File: src/rtl/alu_seq_pkg.sv
// Shared types and constants for the ALU sequencer: FSM states, opcodes and
// the queued command word layout.
package alu_seq_pkg;

    typedef enum logic [1:0] {
        S_IDLE    = 2'd0,
        S_ISSUE   = 2'd1,
        S_WAIT    = 2'd2,
        S_CAPTURE = 2'd3
    } state_e;

    localparam logic [1:0] OP_ADD = 2'b00;
    localparam logic [1:0] OP_SUB = 2'b01;
    localparam logic [1:0] OP_MUL = 2'b10;
    localparam logic [1:0] OP_DIV = 2'b11;

    localparam int CMD_W = 66;

    localparam logic [63:0] SENTINEL_DEF = 64'hFFF8_0000_DEAD_BEEF;

    typedef struct packed {
        logic [1:0]  op;
        logic [31:0] b;
        logic [31:0] a;
    } cmd_t;

endpackage

File: src/rtl/alu_seq_fifo.sv
// Synchronous command FIFO; a push into a full FIFO is taken only when a pop
// frees a slot in the same cycle.
module alu_seq_fifo #(
    parameter int WIDTH = 66,
    parameter int DEPTH = 4,
    localparam int AW = $clog2(DEPTH),
    localparam int CW = AW + 1
) (
    input  logic             clk,
    input  logic             rst,
    input  logic             push,
    input  logic [WIDTH-1:0] wdata,
    input  logic             pop,
    output logic [WIDTH-1:0] rdata,
    output logic             full,
    output logic             empty,
    output logic [CW-1:0]    count
);

    logic [WIDTH-1:0] mem_q [DEPTH];
    logic [WIDTH-1:0] mem_d [DEPTH];
    logic [AW-1:0]    wr_ptr_q, wr_ptr_d;
    logic [AW-1:0]    rd_ptr_q, rd_ptr_d;
    logic [CW-1:0]    count_q, count_d;
    logic             do_push, do_pop;

    assign full    = (count_q == CW'(DEPTH));
    assign empty   = (count_q == '0);
    assign count   = count_q;
    assign rdata   = mem_q[rd_ptr_q];
    assign do_pop  = pop && !empty;
    assign do_push = push && (!full || do_pop);

    always_comb begin
        mem_d    = mem_q;
        wr_ptr_d = wr_ptr_q;
        rd_ptr_d = rd_ptr_q;
        count_d  = count_q;
        if (do_push) begin
            mem_d[wr_ptr_q] = wdata;
            wr_ptr_d        = wr_ptr_q + 1'b1;
        end
        if (do_pop) begin
            rd_ptr_d = rd_ptr_q + 1'b1;
        end
        if (do_push && !do_pop) begin
            count_d = count_q + 1'b1;
        end else if (do_pop && !do_push) begin
            count_d = count_q - 1'b1;
        end
    end

    always_ff @(posedge clk or posedge rst) begin
        if (rst) begin
            mem_q    <= '{default: '0};
            wr_ptr_q <= '0;
            rd_ptr_q <= '0;
            count_q  <= '0;
        end else begin
            mem_q    <= mem_d;
            wr_ptr_q <= wr_ptr_d;
            rd_ptr_q <= rd_ptr_d;
            count_q  <= count_d;
        end
    end

endmodule

File: src/rtl/alu_seq_ctrl.sv
// Sequencer feeding queued SPI commands to the multi-cycle FP ALU, one at a time.
// Optional performance counters are built when ALU_SEQ_PERF_CNT_EN is defined.
//
// state   | meaning
// IDLE    | waiting for a queued command; pops the head into the ALU operand regs
// ISSUE   | alu_start pulse, wait counter cleared
// WAIT    | counting cycles until alu_done or the timeout terminal count
// CAPTURE | latched result moved to alu_results with a result_valid pulse
module alu_seq_ctrl
    import alu_seq_pkg::*;
#(
    parameter int          DEPTH    = 4,
    parameter int          TIMEOUT  = 255,
    parameter logic [63:0] SENTINEL = SENTINEL_DEF,
    localparam int         PW       = $clog2(DEPTH) + 1
) (
    input  logic          clk,
    input  logic          rst,
    input  logic          op_valid,
    input  logic [31:0]   operand1,
    input  logic [31:0]   operand2,
    input  logic [1:0]    opcode,
    output logic          alu_start,
    output logic [31:0]   alu_a,
    output logic [31:0]   alu_b,
    output logic [1:0]    alu_op,
    input  logic          alu_done,
    input  logic [63:0]   alu_result,
    output logic [63:0]   alu_results,
    output logic          result_valid,
    output logic          busy,
    output logic [PW-1:0] pending,
    output logic          overflow_err,
    output logic          timeout_err,
    input  logic          err_clr
`ifdef ALU_SEQ_PERF_CNT_EN
    ,
    output logic [15:0]   ops_done_cnt,
    output logic [7:0]    last_latency
`endif
);

    localparam int CNT_W = $clog2(TIMEOUT + 1);

    state_e            state_q, state_d;
    logic [CNT_W-1:0]  cnt_q, cnt_d;
    logic [31:0]       a_q, a_d, b_q, b_d;
    logic [1:0]        op_q, op_d;
    logic [63:0]       latch_q, latch_d;
    logic [63:0]       results_q, results_d;
    logic              rv_q, rv_d;
    logic              ovf_q, ovf_d;
    logic              to_q, to_d;
    logic              to_set;

    logic              fifo_pop, fifo_full, fifo_empty;
    logic [CMD_W-1:0]  fifo_rdata;
    cmd_t              head;

    assign head = cmd_t'(fifo_rdata);

    alu_seq_fifo #(
        .WIDTH(CMD_W),
        .DEPTH(DEPTH)
    ) u_fifo (
        .clk  (clk),
        .rst  (rst),
        .push (op_valid),
        .wdata({opcode, operand2, operand1}),
        .pop  (fifo_pop),
        .rdata(fifo_rdata),
        .full (fifo_full),
        .empty(fifo_empty),
        .count(pending)
    );

    assign fifo_pop = (state_q == S_IDLE) && !fifo_empty;

    always_comb begin
        state_d   = state_q;
        cnt_d     = cnt_q;
        a_d       = a_q;
        b_d       = b_q;
        op_d      = op_q;
        latch_d   = latch_q;
        results_d = results_q;
        rv_d      = 1'b0;
        to_set    = 1'b0;
        unique case (state_q)
            S_IDLE: begin
                if (!fifo_empty) begin
                    a_d     = head.a;
                    b_d     = head.b;
                    op_d    = head.op;
                    state_d = S_ISSUE;
                end
            end
            S_ISSUE: begin
                cnt_d   = '0;
                state_d = S_WAIT;
            end
            S_WAIT: begin
                cnt_d = cnt_q + 1'b1;
                // done on the terminal-count cycle still counts as a completion
                if (alu_done) begin
                    latch_d = alu_result;
                    state_d = S_CAPTURE;
                end else if (cnt_q == CNT_W'(TIMEOUT - 1)) begin
                    results_d = SENTINEL;
                    rv_d      = 1'b1;
                    to_set    = 1'b1;
                    state_d   = S_IDLE;
                end
            end
            S_CAPTURE: begin
                results_d = latch_q;
                rv_d      = 1'b1;
                state_d   = S_IDLE;
            end
            default: state_d = S_IDLE;
        endcase
    end

    // a flag being set outranks a simultaneous clear
    assign ovf_d = (op_valid && fifo_full && !fifo_pop) ? 1'b1 : (err_clr ? 1'b0 : ovf_q);
    assign to_d  = to_set ? 1'b1 : (err_clr ? 1'b0 : to_q);

    always_ff @(posedge clk or posedge rst) begin
        if (rst) begin
            state_q   <= S_IDLE;
            cnt_q     <= '0;
            a_q       <= '0;
            b_q       <= '0;
            op_q      <= '0;
            latch_q   <= '0;
            results_q <= '0;
            rv_q      <= 1'b0;
            ovf_q     <= 1'b0;
            to_q      <= 1'b0;
        end else begin
            state_q   <= state_d;
            cnt_q     <= cnt_d;
            a_q       <= a_d;
            b_q       <= b_d;
            op_q      <= op_d;
            latch_q   <= latch_d;
            results_q <= results_d;
            rv_q      <= rv_d;
            ovf_q     <= ovf_d;
            to_q      <= to_d;
        end
    end

    assign alu_start    = (state_q == S_ISSUE);
    assign alu_a        = a_q;
    assign alu_b        = b_q;
    assign alu_op       = op_q;
    assign alu_results  = results_q;
    assign result_valid = rv_q;
    assign busy         = (state_q != S_IDLE) || !fifo_empty;
    assign overflow_err = ovf_q;
    assign timeout_err  = to_q;

`ifdef ALU_SEQ_PERF_CNT_EN
    logic [15:0] ops_q, ops_d;
    logic [7:0]  lat_q, lat_d;

    always_comb begin
        ops_d = ops_q;
        lat_d = lat_q;
        if (state_q == S_CAPTURE && ops_q != 16'hFFFF) begin
            ops_d = ops_q + 16'd1;
        end
        if (state_q == S_WAIT && alu_done) begin
            lat_d = 8'(cnt_q);
        end
    end

    always_ff @(posedge clk or posedge rst) begin
        if (rst) begin
            ops_q <= '0;
            lat_q <= '0;
        end else begin
            ops_q <= ops_d;
            lat_q <= lat_d;
        end
    end

    assign ops_done_cnt = ops_q;
    assign last_latency = lat_q;
`endif

endmodule
File: config.mk
export PLATFORM = sky130hd
export DESIGN_NAME = alu_seq_ctrl
export DESIGN_NICKNAME = d
export VERILOG_FILES = /design/src/rtl/alu_seq_pkg.sv /design/src/rtl/alu_seq_fifo.sv /design/src/rtl/alu_seq_ctrl.sv
export SDC_FILE = /design/constraint.sdc
export NUM_CORES = 1
export LEC_CHECK = 0
export BUFFER_PORTS_ARGS = -buffer_cell sky130_fd_sc_hd__buf_2
export CORE_ASPECT_RATIO = 2
export CORE_MARGIN = 8
export CORE_UTILIZATION = 55
export DETAILED_ROUTE_END_ITERATION = 10
export PLACE_DENSITY = 0.87
export SLEW_MARGIN = 20
export SYNTH_ARGS = -nofsm -noshare
export SYNTH_HDL_FRONTEND = slang
export SYNTH_HIERARCHICAL = 1
export SYNTH_SLANG_ARGS = --single-unit
File: constraint.sdc
create_clock -name clk -period 11.2 [get_ports clk]
set_clock_uncertainty 0.2 [all_clocks]
set_input_delay 1.68 -clock clk [delete_from_list [all_inputs] [get_ports clk]]
set_output_delay 1.68 -clock clk [all_outputs]
set_load 0.02 [all_outputs]
==> impl_metrics.toml <==
[yosys]
synth.distinct_cells = 49
syn_nets = 1338
synth_edf_count = 0
synthMuxAreaShare_pct = 29.8
synth_area_um2 = 20000
synthArstFlopShare_pct = 100
synthFlopType = "dfrtp_1"
synth_compound_area_share_pct = 4.31
synth_simple_gate_area_share_pct = 1.59
synthAdderAreaFrac_pct = 0.853
synth_xor_area_share_pct = 0.263
ys_ff_latch = 478
ys_seq_area_share_pct = 59.9
synth_top_family_by_area = "multiplexers"
ys_warn_count = 6
synthCells = 1190
syn_avg_cell_area_um2 = 16.8

[final_layout]
syn2layout_area_growth_pct = 14.8
finalNonFillerCells = 1929
mostFrequentLayoutCells = "476 x dfrtp_1, 396 x mux2_2, 272 x buf_2"
final_cell_area_um2 = 22900
nNetsFinal = 1589
final_common_cell = "dfrtp_1"
seqCellArea_um2 = 12000
nFillCells = 2521
multi_input_comb_area_um2 = 7400
drive_above_1_share_pct = 58.5

[critical_path]
worstSetupStartpointType = "register"
r2r-start = "state_q[1]"
critPathLaunch = "state_q[1]"
slowest_delay_ns = 0.81
cpLargestDelayFamily = "buffers and inverters"
cp.required_ns = 11.42
path_class = "register to register"
arrival_ns = 4.04
cp_slowest_cell = "nor2_4"
path_cells = "inv_1 > ha_1 > nor2b_4 > buf_4 > nor4b_4 > nor2_4 > buf_4 > mux2_2"
end_kind = "register"
cp_num_buf_inv = 3
worst-path-max-fanout = 39
path_common_cell = "buf_4"

[clock_tree]
clk_latency_ns = 0.54
cts_hold_buf = 0
cts_sinks = 478
cts_buffers = 40
htree_levels = 2
clockBufferDepth = 3
cts-root-buf = "clkbuf_16"
cts-resized-gates = 0
cts_tree = "yes"
cts_setup_buffers = 0
path_clk_slew_ns = 0.07

[place]
portBuffers = 272
gp_congestion = 0.776
dp_slack_ns = 7.04
dp_hpwl_mm = 29.0
dp.cells = 1849
dpl_cell_area_um2 = 21500

[timing]
timing.slew.headroom_pct = 26.2
rsz0062_at_grt = "false"
holdWs_ns = 0.289
setup_violations = 0
timing.final.crit_share_pct = 34.1
report.final.slew_viol_count = 0
tns_ns = 0
period_minus_slack_ns = 3.82
hold_viol = 0
max_freq_mhz = 262
setup_slack_ns = 7.38
tightest_slew_ns = 1.11

[detailed_routing]
postRouteAntennaNets = 0
wl_mm = 45.4
viasPerCell = 5.90
drtPass1Iterations = 5
drtIter0Drc = 430
vias = 11400
drc = 0
wl_per_cell_um = 23.5

[die]
core_area_um2 = 35800
die_y_um = 285
initial_utilization_pct = 55.7
ios = 273
rows = 98
die_x_um = 151
die_area_um2 = 43000

[global_routing]
antenna_found_initial = 10
grt_pass1_vias = 12800
overflow = 0
track_usage_pct = 21.5
grt_pass1_wl_mm = 72.6
grt_max_degree = 150

[power]
ir_worst_vdd_uv = 218
p_leak_nw = 10.0
power_density_nw_per_um2 = 329

[run_status]
outcome = "completed"

[min_path]
min_from = "alu_results[55]"
hold_path_class = "register to register"

[run]
maxCapViolCount = 0
[power breakdown]
part | switching (mW) | total (mW) | internal, mW
Sequential | 0.535 | 3.15 | 2.61
Combinational | 1.33 | 2.92 | 1.58
Clock | 0.615 | 1.47 | 0.851
Total | 2.48 | 7.53 | 5.05
[Yosys cell counts, drive strengths merged (3+ instances only)]
| cell | instances | share of area [%] |
|---|---|---|
| nor2 | 6 | 0.11 |
| nand2 | 12 | 0.23 |
| mux2 | 396 | 22 |
| buf | 71 | 2.8 |
| or3 | 3 | 0.10 |
| xnor2 | 4 | 0.18 |
| a32o | 27 | 1.4 |
| ha | 12 | 0.75 |
| nor2b | 4 | 0.13 |
| mux4 | 66 | 7.4 |
| o32a | 37 | 2.0 |
| inv | 15 | 0.28 |
| a21boi | 4 | 0.15 |
| clkbuf | 7 | 0.13 |
| nand2b | 4 | 0.13 |
| o21ai | 7 | 0.19 |
| nand3 | 5 | 0.13 |
| dfrtp | 478 | 60 |
[flip-flops by register name, indices dropped and copies added, names as in the netlist]
signal and count:
u_fifo/wr_ptr_q 2, state_q 2, overflow_err 1, u_fifo/rd_ptr_q 2, alu_op 2, u_fifo/mem_q 264, latch_q 64, alu_a 32
alu_results 64, u_fifo/count 3, result_valid 1, alu_b 32, timeout_err 1, cnt_q 8
[worst reg2reg max path, cell delays in order (launching register included)]
cell and delay (ns):
dfrtp_1 0.46, inv_1 0.13, ha_1 0.20, nor2b_4 0.14, buf_4 0.45, nor4b_4 0.18, nor2_4 0.82, buf_4 0.66
mux2_2 0.48
[final timing paths]
| kind | cells after the start | to | slack [ns] |
|---|---|---|---|
| min in group asynchronous | 2 | u_fifo/mem_q[198] | 1.15 |
| worst max register to register | 8 | u_fifo/mem_q[140] | 7.38 |
| worst min register to register | 1 | alu_results[55] | 0.29 |
| max in group asynchronous | 3 | latch_q[63] | 8.28 |
| worst min-delay path | 1 | alu_results[55] | 0.29 |
| worst max-delay path | 8 | u_fifo/mem_q[140] | 7.38 |
[cell families (layout without fill, tap and decap cells)]
| logic type | count (synthesis) | in the layout |
|---|---|---|
| buffers and inverters | 93 | 373 |
| muxes | 463 | 463 |
| AOI/OAI and AO/OA | 87 | 87 |
| and+or+nand+nor | 50 | 50 |
| other | 0 | 9 |
| DFF | 478 | 478 |
| xor gates and xnor gates | 6 | 6 |
| adders and majority gates | 13 | 13 |
[layer usage]
layer	global-route usage, %	vias up	share of wire [%]
met5	0	-	0.059
met4	8.21	4	2.9
met3	3.63	74	5.6
met2	37.8	293	53
met1	25.7	6098	38
li1	-	4921	-
[stage by stage]
| stage | power [mW] | util [%] |
|---|---|---|
| floorplan | 5.31 | - |
| global placement | 5.93 | 60.0 |
| detailed placement | 6.12 | 60.0 |
| CTS | 7.62 | 63.9 |
| global route | 7.95 | 64.0 |
| finish | 7.53 | 64.0 |
[area by class of cell]
type,count,area share [%]
clock inverter,10,0.688
antenna,9,0.0983
sequential,478,52.3
inverter,15,0.333
clock buffer,61,5.38
multi-input combinational,619,32.3
tap,450,2.46
timing repair buffer,287,6.45
No activity file was read; power rests on OpenSTA's default activity.
